File: src/rtl/memory_cycle.sv
// MEM stage of the in-order pipeline: resolves branches/jumps, drives the data bus with an
// IDLE/WAIT handshake FSM (timeout abort), formats store/load data and registers MEM/WB.
module memory_cycle #(
    parameter int TIMEOUT = 15
) (
    input  logic        i_memory_clk,
    input  logic        i_memory_reset,
    input  logic [31:0] i_memory_pc,
    input  logic [31:0] i_memory_inst,
    input  logic        i_memory_insn_vld,
    input  logic        i_memory_ctrl,
    input  logic [31:0] i_memory_alu_data,
    input  logic [31:0] i_memory_rs2_data,
    input  logic        i_memory_br_equal,
    input  logic        i_memory_br_less,
    input  logic        i_memory_lsu_wren,
    input  logic [2:0]  i_memory_slt_sl,
    input  logic [1:0]  i_memory_wb_sel,
    input  logic        i_memory_rd_wren,
    output logic        o_dmem_req,
    output logic        o_dmem_we,
    output logic [31:0] o_dmem_addr,
    output logic [31:0] o_dmem_wdata,
    output logic [3:0]  o_dmem_bmask,
    input  logic        i_dmem_ack,
    input  logic [31:0] i_dmem_rdata,
    output logic        o_memory_stall,
    output logic        o_memory_flush,
    output logic        o_memory_pc_sel,
    output logic [31:0] o_memory_pc_target,
    output logic        o_memory_misalign,
    output logic        o_memory_bus_err,
    output logic [31:0] o_memory_fwd_data,
    output logic [31:0] o_memory_pc_wb,
    output logic [31:0] o_memory_inst_wb,
    output logic [31:0] o_memory_alu_data_wb,
    output logic [31:0] o_memory_ld_data_wb,
    output logic [1:0]  o_memory_wb_sel_wb,
    output logic        o_memory_rd_wren_wb,
    output logic        o_memory_insn_vld_wb,
    output logic        o_memory_ctrl_wb
);

    localparam int              CNT_W  = $clog2(TIMEOUT + 1);
    localparam logic [CNT_W-1:0] TO_CNT = CNT_W'(TIMEOUT);
    localparam logic [31:0]     NOP    = 32'h0000_0013;

    typedef enum logic {
        S_IDLE = 1'b0,
        S_WAIT = 1'b1
    } state_t;

    function automatic logic [3:0] store_bmask(input logic [2:0] f3, input logic [1:0] a);
        case (f3[1:0])
            2'b00:   return 4'b0001 << a;
            2'b01:   return a[1] ? 4'b1100 : 4'b0011;
            default: return 4'b1111;
        endcase
    endfunction

    function automatic logic [31:0] store_wdata(input logic [2:0] f3, input logic [31:0] d);
        case (f3[1:0])
            2'b00:   return {4{d[7:0]}};
            2'b01:   return {2{d[15:0]}};
            default: return d;
        endcase
    endfunction

    function automatic logic [31:0] load_extract(input logic [2:0] f3, input logic [1:0] a,
                                                 input logic [31:0] rd);
        logic signed [7:0]  sb;
        logic signed [15:0] sh;
        sb = rd[{a, 3'b000} +: 8];
        sh = a[1] ? rd[31:16] : rd[15:0];
        case (f3)
            3'b000:  return 32'(sb);
            3'b001:  return 32'(sh);
            3'b100:  return {24'd0, sb};
            3'b101:  return {16'd0, sh};
            default: return rd;
        endcase
    endfunction

    state_t           state_q, state_d;
    logic [CNT_W-1:0] cnt_q, cnt_d;

    logic [6:0] opcode;
    logic [2:0] funct3;
    logic       is_load, is_store, is_branch, is_jump;
    logic       br_cond, taken;
    logic       sz_byte, sz_half, misalign, access;
    logic       req, complete, abort, stall;

    assign opcode    = i_memory_inst[6:0];
    assign funct3    = i_memory_inst[14:12];
    assign is_load   = i_memory_insn_vld && (opcode == 7'b0000011);
    assign is_store  = i_memory_insn_vld && (opcode == 7'b0100011);
    assign is_branch = i_memory_insn_vld && (opcode == 7'b1100011);
    assign is_jump   = i_memory_insn_vld && (opcode == 7'b1101111 || opcode == 7'b1100111);

    always_comb begin
        br_cond = 1'b0;
        case (funct3)
            3'b000:          br_cond = i_memory_br_equal;
            3'b001:          br_cond = !i_memory_br_equal;
            3'b100, 3'b110:  br_cond = i_memory_br_less;
            3'b101, 3'b111:  br_cond = !i_memory_br_less;
            default:         br_cond = 1'b0;
        endcase
    end

    assign taken = is_jump || (is_branch && br_cond);

    // Size comes from slt_sl[1:0]: 00 byte, 01 half, anything else is treated as a word.
    assign sz_byte  = (i_memory_slt_sl[1:0] == 2'b00);
    assign sz_half  = (i_memory_slt_sl[1:0] == 2'b01);
    assign misalign = (is_load || is_store) &&
                      ((sz_half && i_memory_alu_data[0]) ||
                       (!sz_byte && !sz_half && i_memory_alu_data[1:0] != 2'b00));
    assign access   = (is_load || is_store) && !misalign;

    always_comb begin
        state_d  = state_q;
        cnt_d    = cnt_q;
        req      = 1'b0;
        complete = 1'b0;
        abort    = 1'b0;
        case (state_q)
            S_IDLE: begin
                if (access) begin
                    req = 1'b1;
                    if (i_dmem_ack) begin
                        complete = 1'b1;
                    end else begin
                        state_d = S_WAIT;
                        cnt_d   = CNT_W'(1);
                    end
                end
            end
            S_WAIT: begin
                if (!access) begin
                    state_d = S_IDLE;
                    cnt_d   = '0;
                end else begin
                    req = 1'b1;
                    if (i_dmem_ack) begin
                        complete = 1'b1;
                        state_d  = S_IDLE;
                        cnt_d    = '0;
                    end else if (cnt_q == TO_CNT) begin
                        abort   = 1'b1;
                        state_d = S_IDLE;
                        cnt_d   = '0;
                    end else begin
                        cnt_d = cnt_q + 1'b1;
                    end
                end
            end
            default: begin
                state_d = S_IDLE;
                cnt_d   = '0;
            end
        endcase
    end

    always_ff @(posedge i_memory_clk) begin
        if (i_memory_reset) begin
            state_q <= S_IDLE;
            cnt_q   <= '0;
        end else begin
            state_q <= state_d;
            cnt_q   <= cnt_d;
        end
    end

    assign stall = access && !complete && !abort;

    assign o_dmem_req         = req && !i_memory_reset;
    assign o_dmem_we          = is_store;
    assign o_dmem_addr        = {i_memory_alu_data[31:2], 2'b00};
    assign o_dmem_wdata       = store_wdata(i_memory_slt_sl, i_memory_rs2_data);
    assign o_dmem_bmask       = is_store ? store_bmask(i_memory_slt_sl, i_memory_alu_data[1:0])
                                         : 4'b1111;
    assign o_memory_stall     = stall && !i_memory_reset;
    assign o_memory_flush     = taken && !i_memory_reset;
    assign o_memory_pc_sel    = taken && !i_memory_reset;
    assign o_memory_pc_target = taken ? i_memory_alu_data : 32'd0;
    assign o_memory_misalign  = misalign && !i_memory_reset;
    assign o_memory_bus_err   = abort && !i_memory_reset;
    assign o_memory_fwd_data  = i_memory_alu_data;

    logic [31:0] pc_wb_q, inst_wb_q, alu_wb_q, ld_wb_q;
    logic [1:0]  wb_sel_wb_q;
    logic        rd_wren_wb_q, vld_wb_q, ctrl_wb_q;

    // MEM/WB boundary: a stalled cycle hands WB a NOP bubble.
    always_ff @(posedge i_memory_clk) begin
        if (i_memory_reset || stall) begin
            pc_wb_q      <= '0;
            inst_wb_q    <= NOP;
            alu_wb_q     <= '0;
            ld_wb_q      <= '0;
            wb_sel_wb_q  <= '0;
            rd_wren_wb_q <= 1'b0;
            vld_wb_q     <= 1'b0;
            ctrl_wb_q    <= 1'b0;
        end else begin
            pc_wb_q      <= i_memory_pc;
            inst_wb_q    <= i_memory_inst;
            alu_wb_q     <= i_memory_alu_data;
            ld_wb_q      <= (is_load && complete)
                            ? load_extract(i_memory_slt_sl, i_memory_alu_data[1:0], i_dmem_rdata)
                            : 32'd0;
            wb_sel_wb_q  <= i_memory_wb_sel;
            rd_wren_wb_q <= i_memory_rd_wren && !misalign && !abort;
            vld_wb_q     <= i_memory_insn_vld;
            ctrl_wb_q    <= i_memory_ctrl;
        end
    end

    assign o_memory_pc_wb       = pc_wb_q;
    assign o_memory_inst_wb     = inst_wb_q;
    assign o_memory_alu_data_wb = alu_wb_q;
    assign o_memory_ld_data_wb  = ld_wb_q;
    assign o_memory_wb_sel_wb   = wb_sel_wb_q;
    assign o_memory_rd_wren_wb  = rd_wren_wb_q;
    assign o_memory_insn_vld_wb = vld_wb_q;
    assign o_memory_ctrl_wb     = ctrl_wb_q;

    logic unused_inputs;
    assign unused_inputs = i_memory_lsu_wren;

endmodule

File: config.mk
export PLATFORM = sky130hd
export DESIGN_NAME = memory_cycle
export DESIGN_NICKNAME = d
export VERILOG_FILES = /design/src/rtl/memory_cycle.sv
export SDC_FILE = /design/constraint.sdc
export NUM_CORES = 1
export LEC_CHECK = 0
export ABC_AREA = 1
export BUFFER_PORTS_ARGS = -buffer_cell sky130_fd_sc_hd__buf_2
export CAP_MARGIN = 20
export CORE_AREA = 2 2 175 177
export CTS_CLUSTER_SIZE = 25
export DETAILED_ROUTE_END_ITERATION = 6
export DIE_AREA = 0 0 177 179
export PLACE_DENSITY = 0.45
export SKIP_CTS_REPAIR_TIMING = 1
export SLEW_MARGIN = 40
export SYNTH_ARGS = -nofsm -noshare
export SYNTH_HDL_FRONTEND = slang
export SYNTH_SLANG_ARGS = --single-unit
File: constraint.sdc
create_clock -name i_memory_clk -period 1.3 [get_ports i_memory_clk]
set_input_delay 0.13 -clock i_memory_clk [delete_from_list [all_inputs] [get_ports i_memory_clk]]
set_output_delay 0.13 -clock i_memory_clk [all_outputs]
set_load 0.02 [all_outputs]
# == Yosys cells after proc, flatten, opt, wreduce, memory -nomap -nowiden ==
# Cells that the tools add are included.
# totals
register_bits,138
input_bits,174
# op_classes
n_eq_ne,17
bitwise,2
n_reduce_logical,41
mux,27
shift,2
n_addsub,1
# op_table
op,count
case mux 32 bit (4 select lines),1
case mux 32 bit (2 select lines),1
2-to-1 mux 32 bit,1
variable part select 32 x 6 -> 8 bit,1
2-to-1 mux 4 bit,7
equality test 7 bit (second input constant),3
logical AND 1 bit,20
equality test 3 bit (second input constant),6
2-to-1 mux 16 bit,1
case mux 4 bit (2 select lines),2
2-to-1 mux 1 bit,12
zero test 1 bit,8
equality test 7 x 2 -> 1 bit (second input constant),1
equality test 7 x 6 -> 1 bit (second input constant),1
equality test 3 x 1 -> 1 bit (second input constant),2
zero test 3 bit,2
OR reduction 2 bit,3
logical OR 1 bit,5
adder 4 x 1 -> 4 bit (second input constant),1
equality test 4 bit (second input constant),1
!= test 2 bit (second input constant),2
case mux 1 bit (4 select lines),1
left shift 1 x 2 -> 4 bit (first input constant),1
equality test 2 x 1 -> 1 bit (second input constant),1
other kinds (5),6

# == Longest topological paths before layout ==
# logic_depth
ltp_word,14
depth_mapped,12

# == Worst setup path before layout ==
# OpenSTA, ideal clock, no wires.
# synth_path
path_type,register -> register
from,reg cnt_q[0]
to,"reg alu_wb_q[1], in the netlist o_memory_alu_data_wb[1]"
path_buffers,2
slack_ns,-0.059
arrival_ns,1.295
required_time_ns,1.236
setup_ns,0.064
stages_incl_launch_ff,10
cell_sequence,dfxtp_1 > ha_1 > nand3_1 > nor2_1 > inv_1 > nand2_4 > nand2_4 > buf_6 > buf_6 > nor2_1
# synth_via
elab_chain_cells,8
# synth_lines
element,line_no,text
from (decl),85,"logic [CNT_W-1:0] cnt_q, cnt_d;"
from (signal assigned),172,cnt_q <= cnt_d;
equality test 4 bit,150,end else if (cnt_q == TO_CNT) begin
2-to-1 mux 1 bit,150,
2-to-1 mux 1 bit,146,if (i_dmem_ack) begin
2-to-1 mux 1 bit,141,if (!access) begin
2-to-1 mux 1 bit,128,case (state_q)
zero test 1 bit,176,assign stall = access && !complete && !abort;
logical AND 1 bit,176,
logical OR 1 bit,198,if (i_memory_reset || stall) begin
to (signal assigned),210,alu_wb_q <= i_memory_alu_data;
to (decl),192,"logic [31:0] pc_wb_q, inst_wb_q, alu_wb_q, ld_wb_q;"
# No other way between the ends.
# A chain may end at the register's enable or synchronous reset.

# == Worst setup path in the final report ==
# layout_path
from,reg cnt_q[0]
to,out o_memory_stall
# layout_via
elab_chain_cells,8
# layout_lines
element,line_no,text
equality test 4 bit,150,
2-to-1 mux 1 bit,150,
2-to-1 mux 1 bit,146,
2-to-1 mux 1 bit,141,
2-to-1 mux 1 bit,128,
zero test 1 bit,176,
logical AND 1 bit,176,
logical AND 1 bit,184,assign o_memory_stall = stall && !i_memory_reset;
to (decl),27,"output logic o_memory_stall,"
# No other way between the ends.

==> impl_summary.txt <==
----------------------------------------------------
[Run status]
  Run status ... finished with violations
  Violations in the final reports ... negative hold slack, negative setup slack

[Power]
  Pwr Density ... 1140 nW/um^2
  Worst IR Drop VDD ... between 0.7 and 0.8 mV
  Tot Pwr ... between 10 and 15 mW
  P_leak ... between 5 and 6 nW

[STA]
  Fin crit share ... 1.26
  Top achievable clock speed ... 0.608 GHz
  Final critical-path required period ... between 1.5 and 2 ns
  Unrepaired setup endpoints after global routing ... yes
  Number of setup violations in the final report ... 72
  Hold slack ... -0.0275 ns
  Crit path setup slack, layout ... -0.344 ns
  Final number of hold-violating endpoints ... 3
  Number of max-slew violations in the final report ... 0
  Final clock skew ... between 0.015 and 0.02 ns

[Global route]
  First-pass GRT wire length ... approximately 31 mm
  GRT Total Usage ... 0.132
  Vias in the first global route ... 5,485
  Overflow left after global routing ... 0
  Maximum number of pins on one net before global-route repair ... 33
  Initial antenna violation count ... 2

[CTS]
  Buffer cell driving the clock tree root ... clkbuf_16
  Clock latency at the later pin of the worst-skew pair ... 0.42 ns
  TritonCTS clock tree ... yes
  Clock buffer depth ... 2
  Number of buffers created by CTS ... 17
  Count of H-tree levels built during CTS ... 4
  Clk slew on worst S/H paths ... 0.07 ns
  Total clock sinks ... 138

[Placed design]
  GPL Wtd Cong ... 0.792
  Total placed cells including tap cells ... about 1,600
  Number of port buffers ... 442
  Cell area after placement ... 8530 um^2
  Half-perimeter wire length after detailed placement ... 18.5 mm

[Floorplanning]
  Floorplan Core Area ... 30,000 um^2
  Core Rows ... between 60 and 70
  Die Span Y ... 179 um
  Count of boundary I/O pins ... about 450
  Starting Density ... 0.195
  Die footprint ... 31,700 um^2
  Overall die width ... 177 um

[Setup path]
  Worst endpoint data arrival time ... 1.51 ns
  Worst Setup Start Kind ... flop
  Ordered list of cells on the worst path ... ha_4 -> nand3_4 -> nor2_4 -> inv_2 -> nand2_4 -> buf_6 -> nor2_4 -> buf_6
  Crit path max fanout ... 5
  Max stage delay cell, worst path ... dfxtp_2
  Maximum single-stage delay on the critical path ... 0.35 ns
  CP endpoint kind ... primary output
  Worst path required time ... 1.17 ns
  Largest delay share family, worst path ... flip-flops
  Count of buffering cells on the critical path with inverters included ... 3
  Critical path start-end classification ... reg -> out

[Cells and area]
  Synth-to-Final Area Change ... 79.9%
  Number of non-filler instances in the completed layout ... 1,720
  Design Area, Final ... 10,500 um^2
  Fraction of layout instances using a drive strength above 1 ... 0.473
  Final layout net count ... 1,484

[Synth]
  Sequential fraction of the synthesis area ... 0.471
  Count of warnings emitted by yosys ... 0
  Total standard cell area after synthesis ... 5860 um^2
  Cells after synthesis ... 808
  Area fraction in and, or, nand and nor cells after synthesis ... 0.239
  FFs w/ async S/R, synth ... 0
  Leading register cell type out of synthesis ... dfxtp_1
  XOR/XNOR share of the synthesized area ... 0.00299
  Share of the synthesized area in the top cell type ... 0.471
  Most common cell in the synthesized netlist ... nor2_1
  Cell type with the highest aggregate area in the netlist ... dfxtp_1
  Dominant combinational cell family by area after synthesis ... simple AND/OR/NAND/NOR gates
  Post-synthesis adder-cell area fraction ... 0.00213
  Number of flops mapped to enable cells by yosys ... 0
  Number of library cell types mapped by synthesis ... 33
  Fraction of synthesized area in multiplexers ... 0
  Mean instance size in the synthesized netlist ... 7.26 um^2
  Top cells by count, synth ... nor2_1, inv_1, dfxtp_1
  Synthesis-stage register bit count ... 138
  Leading post-synthesis cells by cell area ... dfxtp_1, nor2_1, buf_4
  Share of the synthesized area in compound gates (AO/OA/AOI/OAI) ... 0.0713

[Routing]
  Via/cell ratio ... around 3.8
  Detailed Route WL ... 23.9 mm
  Routed len/inst ... 13.9 um
  Number of antenna-violating nets in the routed design ... 0
  Total via count after detailed routing ... 6,519
  First-pass detailed-route iteration total ... 4
  Number of design rule violations left after detail routing ... 0
  Initial drt markers ... around 220

[Run]
  Number of violations of the max-capacitance limit ... 0

[Hold path]
  Worst min-delay path category ... in -> reg

----------------------------------------------------
==> final timing paths <==
check / startpoint / to / slack, ns / depth (start not counted)
setup / recovery: cnt_q[0] / o_memory_stall / -0.34 / 8
hold / removal: i_dmem_rdata[1] / o_memory_ld_data_wb[1] / -0.03 / 3
setup reg to reg: cnt_q[0] / o_memory_inst_wb[21] / -0.04 / 8
hold reg to reg: cnt_q[0] / cnt_q[0] / 0.61 / 3
==> per-layer routing <==
metal  part of all wire  track usage  routed length (um)  up-vias
li1                   -            -                   -     3318
met3              0.062       0.0312                1470       18
met4              0.013       0.0541                 303        0
met5                  0            0                   0        -
met1               0.41        0.156                9710     2921
met2               0.52        0.230               12400      262
==> power breakdown <==
group | switching (mW) | internal (mW) | leakage [nW] | total (mW)
sequential | 0.0389 | 4.39 | 1.14 | 4.43
clock | 2.09 | 3.30 | 0.319 | 5.39
combinational | 1.27 | 0.882 | 4.36 | 2.15
==> placed cells by master, fill, tap and decap left out, types with 2 or more instances in the layout <==
master           n
a22o_1           7
bufinv_16        4
nor2_4          37
a21oi_1         22
nor2_1         190
nand2_4          4
diode_2          2
buf_2          396
o211ai_1         6
nand4_1          4
o21ai_0         25
nand3b_1         2
buf_6           48
dfxtp_1        136
nand2_1         91
xnor2_1          2
o21ai_2          2
nand2_2          9
buf_4           62
buf_12          10
clkbuf_16       18
nand3_1          9
dfxtp_2          2
inv_2            8
buf_8            3
o21ai_1          2
inv_1          134
dlygate4sd3_1   63
conb_1           2
nor2_2           2
inv_8            5
inv_6            4
==> state kept, by name (all words and copies together) (netlist names) <==
register              cells
o_memory_inst_wb         32
o_memory_wb_sel_wb        2
o_memory_alu_data_wb     32
o_memory_ld_data_wb      32
state_q                   1
cnt_q                     4
o_memory_insn_vld_wb      1
o_memory_pc_wb           32
o_memory_ctrl_wb          1
o_memory_rd_wren_wb       1
==> final cells by class <==
class | instances | area (um^2)
Fill cell | 3135 | 19500
Timing Repair Buffer | 583 | 3890
Sequential cell | 138 | 2770
Multi-Input combinational cell | 426 | 2200
Inverter | 143 | 544
Tap cell | 396 | 495
Clock buffer | 17 | 425
Clock inverter | 15 | 229
Antenna cell | 2 | 5.00
==> per-stage QoR <==
stage	worst slack (ns)	utilization	hold slack, ns	TNS [ns]
after detailed placement	-0.272	0.284	0.335	-29.41
after global routing	-0.433	0.351	0.000702	-17.53
after floorplan	-0.0221	-	0.236	-0.362
final	-0.344	0.351	-0.0275	-6.46
after CTS	-0.529	0.306	-0.124	-18.85
after global placement	-0.337	0.284	0.334	-28.22
==> worst reg2reg max path, cell delays in order (launching register included) <==
cell and delay [ns]:
dfxtp_2 0.35, ha_4 0.15, nand3_4 0.09, nor2_4 0.10
inv_2 0.05, nand2_4 0.06, nand2_4 0.13, buf_4 0.21
nor2_1 0.11
==> logic make-up after synthesis <==
logic type | count (synthesis)
AO/OA/AOI/OAI | 69
AND/OR/NAND/NOR | 352
other | 1
XOR/XNOR | 2
flip-flops | 138
buffers and inverters | 245
adder cells (fa/ha/maj) | 1
Note: power is estimated with default switching activity, not from simulation.
